File: src/rtl/carrier_gen_pkg.sv
// Shared constants for the carrier generator: accumulator defaults, reset
// tuning word, dither LFSR constants and the PSK phase offsets in table steps.
package carrier_gen_pkg;

    localparam int          ACC_W_DEF     = 32;
    localparam int          ADDR_W_DEF    = 5;
    localparam logic [31:0] FTW_RESET_DEF = 32'h0800_0000;

    // x^16 + x^14 + x^13 + x^11 + 1, taps on bits 15, 13, 12 and 10
    localparam logic [15:0] LFSR_TAPS     = 16'hB400;
    localparam logic [15:0] LFSR_SEED     = 16'hACE1;

    localparam logic [4:0]  POFF_0        = 5'd0;
    localparam logic [4:0]  POFF_90       = 5'd8;
    localparam logic [4:0]  POFF_180      = 5'd16;
    localparam logic [4:0]  POFF_270      = 5'd24;

    function automatic int min_int(input int a, input int b);
        return (a < b) ? a : b;
    endfunction

endpackage

File: src/rtl/carrier_lfsr16.sv
// 16-bit Fibonacci LFSR used as the address dither source; advances only
// when step is high.
module carrier_lfsr16
    import carrier_gen_pkg::*;
(
    input  logic        clk,
    input  logic        reset_n,
    input  logic        step,
    output logic [15:0] q
);

    // Shift left, feeding the XOR of the tapped bits into bit 0
    always_ff @(posedge clk or negedge reset_n) begin
        if (!reset_n) begin
            q <= LFSR_SEED;
        end else if (step) begin
            q <= {q[14:0], ^(q & LFSR_TAPS)};
        end
    end

endmodule

File: src/rtl/carrier_phase_acc.sv
// Phase-accumulator NCO producing the sine-table address for the carrier
// generator. Tuning word / phase offset updates arrive over a valid/ready
// handshake into shadow registers and are applied at a phase wrap (or
// immediately on phase_clr) so frequency and PSK changes are glitch-free.
//
// Handshake: an update transfers on any clock edge where upd_valid and
// upd_ready are both high; upd_ready is low for as long as a captured
// update has not yet been applied.
//
// Optional dither: define CARRIER_PHASE_DITHER_EN to add LFSR noise below
// the address LSB before truncation (address path only).
module carrier_phase_acc
    import carrier_gen_pkg::*;
#(
    parameter int               ACC_W       = ACC_W_DEF,
    parameter int               ADDR_W      = ADDR_W_DEF,
    parameter logic [ACC_W-1:0] FTW_RESET   = FTW_RESET_DEF,
    parameter bit               SYNC_UPDATE = 1'b1
) (
    input  logic              clk,
    input  logic              reset_n,
    input  logic              en,
    input  logic              phase_clr,
    input  logic [ACC_W-1:0]  ftw_in,
    input  logic [ADDR_W-1:0] poff_in,
    input  logic              upd_valid,
    output logic              upd_ready,
    output logic [ADDR_W-1:0] address,
    output logic              addr_valid,
    output logic              wrap,
    output logic              upd_applied
);

    logic [ACC_W-1:0]  acc;
    logic [ACC_W-1:0]  ftw_cur;
    logic [ADDR_W-1:0] poff_cur;
    logic [ACC_W-1:0]  shadow_ftw;
    logic [ADDR_W-1:0] shadow_poff;
    logic              pending;

    logic [ACC_W:0]    sum;
    logic [ACC_W-1:0]  acc_n;
    logic              carry;
    logic [ADDR_W-1:0] addr_base;
    logic [ADDR_W-1:0] addr_next;
    logic              accept;
    logic              apply_en;

    assign sum       = {1'b0, acc} + {1'b0, ftw_cur};
    assign acc_n     = sum[ACC_W-1:0];
    assign carry     = sum[ACC_W];

`ifdef CARRIER_PHASE_DITHER_EN
    localparam int DITH_W = min_int(16, ACC_W - ADDR_W - 1);

    logic [15:0]      lfsr_q;
    logic [ACC_W-1:0] dith_sum;

    carrier_lfsr16 u_lfsr (
        .clk     (clk),
        .reset_n (reset_n),
        .step    (en & ~phase_clr),
        .q       (lfsr_q)
    );

    // Dither only perturbs the address; acc and carry stay exact
    assign dith_sum  = acc_n + ACC_W'(lfsr_q[DITH_W-1:0]);
    assign addr_base = dith_sum[ACC_W-1 -: ADDR_W];
`else
    assign addr_base = acc_n[ACC_W-1 -: ADDR_W];
`endif

    assign addr_next = addr_base + poff_cur;
    assign upd_ready = ~pending;
    assign accept    = upd_valid & ~pending;
    // A zero tuning word never wraps, so it must not wait for a carry
    assign apply_en  = pending & (carry | ~SYNC_UPDATE | (ftw_cur == '0));

    // Accumulator, active/shadow tuning registers and registered outputs
    always_ff @(posedge clk or negedge reset_n) begin
        if (!reset_n) begin
            acc         <= '0;
            ftw_cur     <= FTW_RESET;
            poff_cur    <= '0;
            shadow_ftw  <= '0;
            shadow_poff <= '0;
            pending     <= 1'b0;
            address     <= '0;
            addr_valid  <= 1'b0;
            wrap        <= 1'b0;
            upd_applied <= 1'b0;
        end else begin
            addr_valid  <= 1'b0;
            wrap        <= 1'b0;
            upd_applied <= 1'b0;

            // accept requires !pending, so it never collides with an apply
            if (accept) begin
                shadow_ftw  <= ftw_in;
                shadow_poff <= poff_in;
                pending     <= 1'b1;
            end

            if (phase_clr) begin
                acc        <= '0;
                addr_valid <= 1'b1;
                if (pending) begin
                    ftw_cur     <= shadow_ftw;
                    poff_cur    <= shadow_poff;
                    pending     <= 1'b0;
                    upd_applied <= 1'b1;
                    address     <= shadow_poff;
                end else begin
                    address     <= poff_cur;
                end
            end else if (en) begin
                acc        <= acc_n;
                address    <= addr_next;
                wrap       <= carry;
                addr_valid <= 1'b1;
                if (apply_en) begin
                    ftw_cur     <= shadow_ftw;
                    poff_cur    <= shadow_poff;
                    pending     <= 1'b0;
                    upd_applied <= 1'b1;
                end
            end
        end
    end

endmodule

File: config.mk
export PLATFORM = sky130hd
export DESIGN_NAME = carrier_phase_acc
export DESIGN_NICKNAME = d
export VERILOG_FILES = /design/src/rtl/carrier_gen_pkg.sv /design/src/rtl/carrier_lfsr16.sv /design/src/rtl/carrier_phase_acc.sv
export SDC_FILE = /design/constraint.sdc
export NUM_CORES = 1
export LEC_CHECK = 0
export CORE_ASPECT_RATIO = 0.9
export CORE_MARGIN = 1.5
export CORE_UTILIZATION = 40
export CTS_BUF_LIST = sky130_fd_sc_hd__clkbuf_16
export DETAILED_ROUTE_END_ITERATION = 6
export GPL_TIMING_DRIVEN = 0
export PLACE_DENSITY = 0.59
export REMOVE_ABC_BUFFERS = 1
export SETUP_SLACK_MARGIN = 0.3
export SYNTH_ARGS = -nofsm -noshare
export SYNTH_HDL_FRONTEND = slang
export SYNTH_HIERARCHICAL = 1
export SYNTH_SLANG_ARGS = --single-unit
export TNS_END_PERCENT = 100
File: constraint.sdc
create_clock -name clk -period 7.04 [get_ports clk]
set_input_delay 1.408 -clock clk [delete_from_list [all_inputs] [get_ports clk]]
set_output_delay 1.408 -clock clk [all_outputs]
set_load 0.1 [all_outputs]
==> results by group, run 1 <==
Outcome
  – Status: completed

Placement
  – RD Place Congestion: 0.857
  – Post-DP HPWL: 10.3 mm
  – Port bufs: 50
  – Post-placement cell count: about 840

Route
  – Residual DRC count: 0
  – Final ANT Viol Nets: 0
  – Via count: 4819
  – Routed len/inst: 16.8 um
  – TritonRoute pass-1 iters: 5
  – Routed vias/inst: 5.52
  – Drt total wl: 14.7 mm
  – First DRT Iteration DRCs: 302

STA
  – Worst Tran Pin Value: 0.969 ns
  – Final period util: 64.8%
  – Final Setup Violations: 0
  – RSZ-0062 raised after global routing: no
  – Skew final: 0.00833 ns
  – Fmax: 219 MHz
  – Hold Fails Final Rpt: 0
  – Tmin final: ~4.6 ns
  – Slew Limit Fails: 0
  – Slew HR: between 30% and 40%
  – Final setup TNS: 0 ns

Yosys
  – Syn Inst Count: 607
  – Seq cells post-synth: 115
  – Top-count cell post-synth: dfrtp_1
  – Area contributors post-synth: dfrtp_1 (44%), mux2_2 (11%), ha_1 (7.1%), nor2_1 (3.4%), a21oi_1 (3.1%)
  – Sequential element share of the synthesized area: 44.0%
  – Synth Flop Type: dfrtp_1
  – Yosys warns: 6
  – Average size of a mapped cell: about 11 sq um
  – Post-synth EDFFs: 0
  – Area leader, netlist: dfrtp_1
  – Async set-or-reset flop fraction in the synthesized netlist: 100%
  – Synthesized area: 6540 sq um
  – Share of the synthesized area in the top cell type: 43.6%
  – Post-synth top cells: dfrtp_1 (114), mux2_2 (66), nor2_1 (59)
  – Post-synthesis cell type count: 59

Worst setup path
  – Peak per-stage delay on the critical path: 0.43 ns
  – Worst endpoint required time: 7.35 ns
  – Crit Path Max Fanout: 4
  – Crit end category: flip-flop
  – CP Cell Sequence: ha_1 > a211oi_1 > o21ai_1 > o211ai_1 > a21oi_1 > nor3_1 > o31ai_1 > or2_2 > xnor2_1 > ha_1 > fa_1 > a21o_1 > a21oi_1 > xnor2_1 > xor2_1 > and3_1 > o21ai_1 > a22o_1
  – Worst Path Arrival: between 4 and 5 ns
  – CP startpoint kind: flip-flop
  – Crit-path slowest cell: dfrtp_1
  – Delay-heaviest family, CP: compound AO/OA/AOI/OAI gates
  – CP Class: reg2reg
  – Buf+Inv Stages, Crit Path: 0

Global route
  – Number of global-route vias before repair: 4911
  – Initial antenna violation count: 0
  – Gr ovfl total: 0
  – Largest net degree at the start of global routing: 59
  – Total track usage: 18.8%
  – Global-route wire length before repair: 25.1 mm

Die
  – Die Y: 124 um
  – Die W: 138 um
  – Row Count: 44
  – Top Ports: 51
  – Initial Utilization: 40.7%
  – Core footprint: 16100 sq um
  – Die area: 17100 sq um

Clock network
  – CTS sink count: 115
  – CTS tree: done
  – Clock latency on the worst-skew pair: 0.42 ns
  – Cts hold-fix bufs: 0
  – CTS clk-pin slew, worst paths: around 0.050 ns
  – Number of setup buffers added after CTS: 0
  – PostCTS Resize Cnt: 0
  – H-tree Lvls: 4
  – TritonCTS Buffers: 17
  – Root Buffer: clkbuf_16
  – CTS Buffer Depth: 2

Hold path
  – Class of the tightest hold or removal check: reg2reg

Final layout
  – Final cell count without fillers: about 870
  – Nets: about 730
  – Ratio of cells with drive above 1 in the final layout: 19.2%
  – Area growth syn-to-layout: 19.5%
  – Antenna Cells: 0

Power
  – VDD IR-drop max: roughly 0.37 mV
  – Leak: 0.00339 uW
  – PwrDens: between 500 and 600 nW/um^2
  – Tot Pwr: approximately 4300 uW

Job
  – Max-Cap Viols: 0
power by group:
group | switching, uW | total, uW | internal, uW
logic | 1200 | 2200 | 993
clock network | 327 | 849 | 522
registers | 231 | 1210 | 975
layout by cell type (no fill, tap or decap), drive strengths merged, types with 4 or more instances in the layout:
cell / Yosys / routed
a211oi: 18 / 18
a21o: 16 / 16
a21oi: 43 / 43
a31oi: 6 / 6
a32oi: 4 / 4
and3: 6 / 6
buf: 9 / 6
clkbuf: 17 / 17
clkdlybuf4s50: 0 / 47
clkinv: 0 / 7
clkinvlp: 0 / 4
dfrtp: 114 / 114
ha: 37 / 37
inv: 12 / 14
mux2: 76 / 76
mux2i: 17 / 17
nand2: 28 / 28
nand3: 20 / 20
nand4: 7 / 7
nor2: 59 / 59
nor2b: 7 / 7
nor3: 14 / 14
nor4: 8 / 8
o211ai: 8 / 8
o21ai: 20 / 20
or3: 4 / 4
xnor2: 19 / 19
xor2: 4 / 4
kinds of logic (layout without fill, tap and decap cells):
kind of cell / count (synthesis) / in the layout / share of synthesized area [%]
AO/OA/AOI/OAI: 135 / 135 / 14.0
XOR/XNOR: 23 / 23 / 3.08
adder cells (fa/ha/maj): 39 / 39 / 7.69
buffers and inverters: 38 / 97 / 2.93
flip-flops: 115 / 115 / 44.0
multiplexers: 93 / 93 / 16.3
AND/OR/NAND/NOR: 164 / 164 / 12.0
path summary, 6_finish.rpt:
path	start	endpoint	slack (ns)	cells after the start
max in group asynchronous	reset_n	pending	5.41	2
min	shadow_ftw[14]	ftw_cur[14]	0.50	1
max	ftw_cur[1]	address[4]	2.48	18
max reg2reg	ftw_cur[1]	address[4]	2.48	18
min reg2reg	shadow_ftw[14]	ftw_cur[14]	0.50	1
min in group asynchronous	reset_n	acc[13]	0.96	1
sequential cells by signal (all words and copies together) (netlist names):
| name | flops |
|---|---|
| pending | 1 |
| address | 5 |
| upd_applied | 1 |
| wrap | 1 |
| acc | 32 |
| poff_cur | 5 |
| shadow_ftw | 32 |
| addr_valid | 1 |
| ftw_cur | 32 |
| shadow_poff | 5 |
stage by stage:
step | setup slack (ns) | util [%] | hold slack (ns) | instance area (sq um)
final | 2.48 | 48.6 | 0.500 | 7810
after global routing | 2.04 | 48.6 | 0.516 | 7810
after CTS | 2.53 | 48.6 | 0.502 | 7810
after detailed placement | 2.57 | 45.0 | 0.491 | 7230
after global placement | -0.0275 | 44.5 | 0.484 | 7150
after floorplan | 3.04 | - | 0.463 | 6390
metal layers:
layer  GRT usage (%)  wire (um)  vias up
met4            7.66        356        0
met2            26.5       6270      108
li1                -          -     2325
met1            27.4       7370     2355
met3            4.44        673       31
met5               0          0        -
cell type report:
class / count / area [sq um]
Fill cell: 1483 / 8260
Multi-Input combinational cell: 454 / 3480
Sequential cell: 115 / 2880
Timing Repair Buffer: 53 / 567
Clock buffer: 17 / 425
Tap cell: 207 / 259
Clock inverter: 15 / 160
Inverter: 12 / 45.0
No activity file was read; power rests on OpenSTA's default activity.
==> run 2, diff against run 1 <==
--- a/config.mk
+++ b/config.mk
@@ -11,7 +11,7 @@
 export CTS_BUF_LIST = sky130_fd_sc_hd__clkbuf_16
 export DETAILED_ROUTE_END_ITERATION = 6
 export GPL_TIMING_DRIVEN = 0
-export PLACE_DENSITY = 0.59
+export PLACE_DENSITY = 0.61
 export REMOVE_ABC_BUFFERS = 1
 export SETUP_SLACK_MARGIN = 0.3
 export SYNTH_ARGS = -nofsm -noshare
==> constraint.sdc (replaced) <==
create_clock -name clk -period 3.65 [get_ports clk]
set_input_delay 0.73 -clock clk [delete_from_list [all_inputs] [get_ports clk]]
set_output_delay 0.73 -clock clk [all_outputs]
set_load 0.1 [all_outputs]
==> results by group, run 2 (synthesis results as in run 1) <==
Clock network
  – CTS tree: done
  – CTS Buffer Depth: 2 (unchanged)
  – CTS clk-pin slew, worst paths: 0.05 ns (about the same)
  – CTS sink count: 115 (unchanged)
  – Clock latency on the worst-skew pair: 0.42 ns (about the same)
  – H-tree Lvls: 4 (unchanged)
  – Root Buffer: clkbuf_16
  – TritonCTS Buffers: 17 (unchanged)
  – Cts hold-fix bufs: 0 (unchanged)

Worst setup path
  – Crit Path Max Fanout: 3 (-1)
  – Worst Path Arrival: 4.35 ns (-0.52 ns)
  – CP startpoint kind: flip-flop
  – WP depth: 17 (-1)
  – Crit end category: flip-flop
  – Worst R2R Setup Slack: -0.39 ns (-2.87 ns)
  – Crit Reg-Reg Startpoint: ftw_cur[0]
  – Cell depth of the worst flop-to-flop path: 17 (-1)
  – Delay-heaviest family, CP: compound AO/OA/AOI/OAI gates
  – CP Launch Point: ftw_cur[0]
  – Peak per-stage delay on the critical path: 0.44 ns (about the same)
  – CP Class: reg2reg
  – Worst endpoint required time: 3.96 ns (-3.39 ns)
  – CP Cell Sequence: ha_4 > fa_2 > a211oi_4 > nor3_4 > o2111ai_2 > and3_4 > a211oi_4 > nor3_2 > xnor2_2 > fa_2 > a21o_1 > a21oi_2 > xnor2_2 > xor2_1 > and3_1 > o21ai_2 > a22o_1
  – Buf+Inv Stages, Crit Path: 0 (unchanged)
  – Crit-path slowest cell: dfrtp_1

Global route
  – Number of global-route vias before repair: 4853 (-1.2%)
  – Initial antenna violation count: 0 (unchanged)
  – Largest net degree at the start of global routing: 60 (+1.7%)
  – Global-route wire length before repair: 25.2 mm (+0.27%)
  – Gr ovfl total: 0 (unchanged)
  – Total track usage: 19.1% (+0.28 points)

Final layout
  – Nets: 749 (+2.0%)
  – Fin area: 8240 sq um (+5.4%)
  – Area growth syn-to-layout: 26.0%
  – Final cell count without fillers: 887 (+1.6%)
  – Ratio of cells with drive above 1 in the final layout: 26.5% (+7.3 points)
  – Antenna Cells: 0 (unchanged)
  – Largest regs: acc: 32 flops, ftw_cur: 32 flops, shadow_ftw: 32 flops
  – Layout fillers: 1402 (-5.5%)
  – Leading cell type in the layout, fill and taps excluded: dfrtp_1
  – Most frequent cells in the layout: dfrtp_1 (114), mux2_2 (66), nor2_1 (58), clkdlybuf4s50_1 (47), a21oi_1 (37)

Route
  – TritonRoute pass-1 iters: 4 (-1)
  – Routed len/inst: 17.4 um (+3.8%)
  – First DRT Iteration DRCs: 292 (-3.3%)
  – Residual DRC count: 0 (unchanged)
  – Drt total wl: 15.5 mm (+5.5%)
  – Final ANT Viol Nets: 0 (unchanged)
  – Routed vias/inst: 5.44 (-1.5%)
  – Routed met1 length: 7.42 mm (+0.75%)
  – Met3 wire len: 744 um (+11%)
  – WL met2: 7.07 mm (+13%)
  – DR top layer: met4
  – Via count: 4823 (+0.083%)

Placement
  – RD Place Congestion: 0.885 (+3.3%)
  – Post-placement cell count: 841 (unchanged)
  – Post-DP HPWL: 10.3 mm (+0.38%)
  – Port bufs: 50 (unchanged)
  – Post-DP Area: 7230 sq um (unchanged)

Hold path
  – Class of the tightest hold or removal check: in2async

STA
  – Worst Tran Pin Value: 0.977 ns (+0.00819 ns)
  – Skew final: 0.00614 ns (-0.00220 ns)
  – Fmax: 247 MHz (+13%)
  – Hold Fails Final Rpt: 0 (unchanged)
  – Tmin final: 4.04 ns (-0.516 ns)
  – Final Setup Violations: 1 (+1)
  – RSZ-0062 raised after global routing: yes
  – Final period util: 111% (+46 points)
  – Slew HR: 34.6% (-0.55 points)
  – Setup WS post-layout: -0.394 ns (-2.87 ns)
  – Final hold slack: 0.268 ns (-0.232 ns)
  – Slew Limit Fails: 0 (unchanged)

Die
  – Top Ports: 51 (unchanged)
  – Core footprint: 16100 sq um (unchanged)
  – Die W: 138 um (unchanged)
  – Die Y: 124 um (unchanged)
  – Initial Utilization: 40.7% (unchanged)
  – Row Count: 44 (unchanged)
  – Die area: 17100 sq um (unchanged)

Power
  – Leak: 0.00351 uW (+3.6%)
  – PwrDens: 1090 nW/um^2 (+100%)
  – VDD IR-drop max: 0.744 mV (+100%)

Outcome
  – Status: finished, violations left
  – Failing checks: negative setup slack

Job
  – Max-Cap Viols: 0 (unchanged)
## run 2: changes by cell type in the layout (fill, tap and decap cells not counted), sizes merged
| cell | previous run | this run |
|---|---|---|
| bufinv | 2 | 4 |
| clkinvlp | 4 | 2 |
| inv | 14 | 13 |
| buf | 6 | 21 |
## run 2: cell type report
cell class | count | area, sq um | area share (%)
well taps | 207 | 259 | 3.14
repair buffers | 68 | 683 | 8.29
multi-input cells | 454 | 3780 | 45.8
clock buffers | 17 | 425 | 5.16
clock inverters | 14 | 170 | 2.07
inverters | 12 | 45.0 | 0.547
flip-flops and latches | 115 | 2880 | 34.9
## run 2: path summary, 6_finish.rpt
kind,endpoint
worst max-delay path,address[4]
worst min-delay path,shadow_ftw[31]
worst max register to register,address[4]
worst min register to register,ftw_cur[22]
max in group asynchronous,ftw_cur[7]
min in group clk,ftw_cur[22]
## run 2: repair_timing
action / CTS / global route
buffers inserted: 9 / 6
pin swaps: 18 / 31
endpoints found under the setup margin: 5 / 5
gates resized for setup: 32 / 27
## run 2: metrics by stage
step           util, %  setup TNS (ns)  setup WS (ns)  power, uW
2_1_floorplan        -          -0.346         -0.346       5590
3_3_place_gp      44.5         -381.74          -2.62       6480
3_5_place_dp      45.0           -1.52         -0.946       6600
4_1_cts           49.9          -0.362         -0.362       8680
5_1_grt           51.3          -0.713         -0.542       9650
6_report          51.3          -0.394         -0.394       8990
## run 2: per-layer routing
layer | up-vias | track usage (%)
met3 | 20 | 4.40
met2 | 86 | 27.9
met1 | 2367 | 27.6
met4 | 0 | 6.50
met5 | - | 0
li1 | 2350 | -
## run 2: report_power, final
part / switching (uW) / internal (uW) / leakage, uW
clock: 586 / 1120 / 0.000292
sequential: 486 / 1880 / 0.00140
combinational: 2600 / 2320 / 0.00182
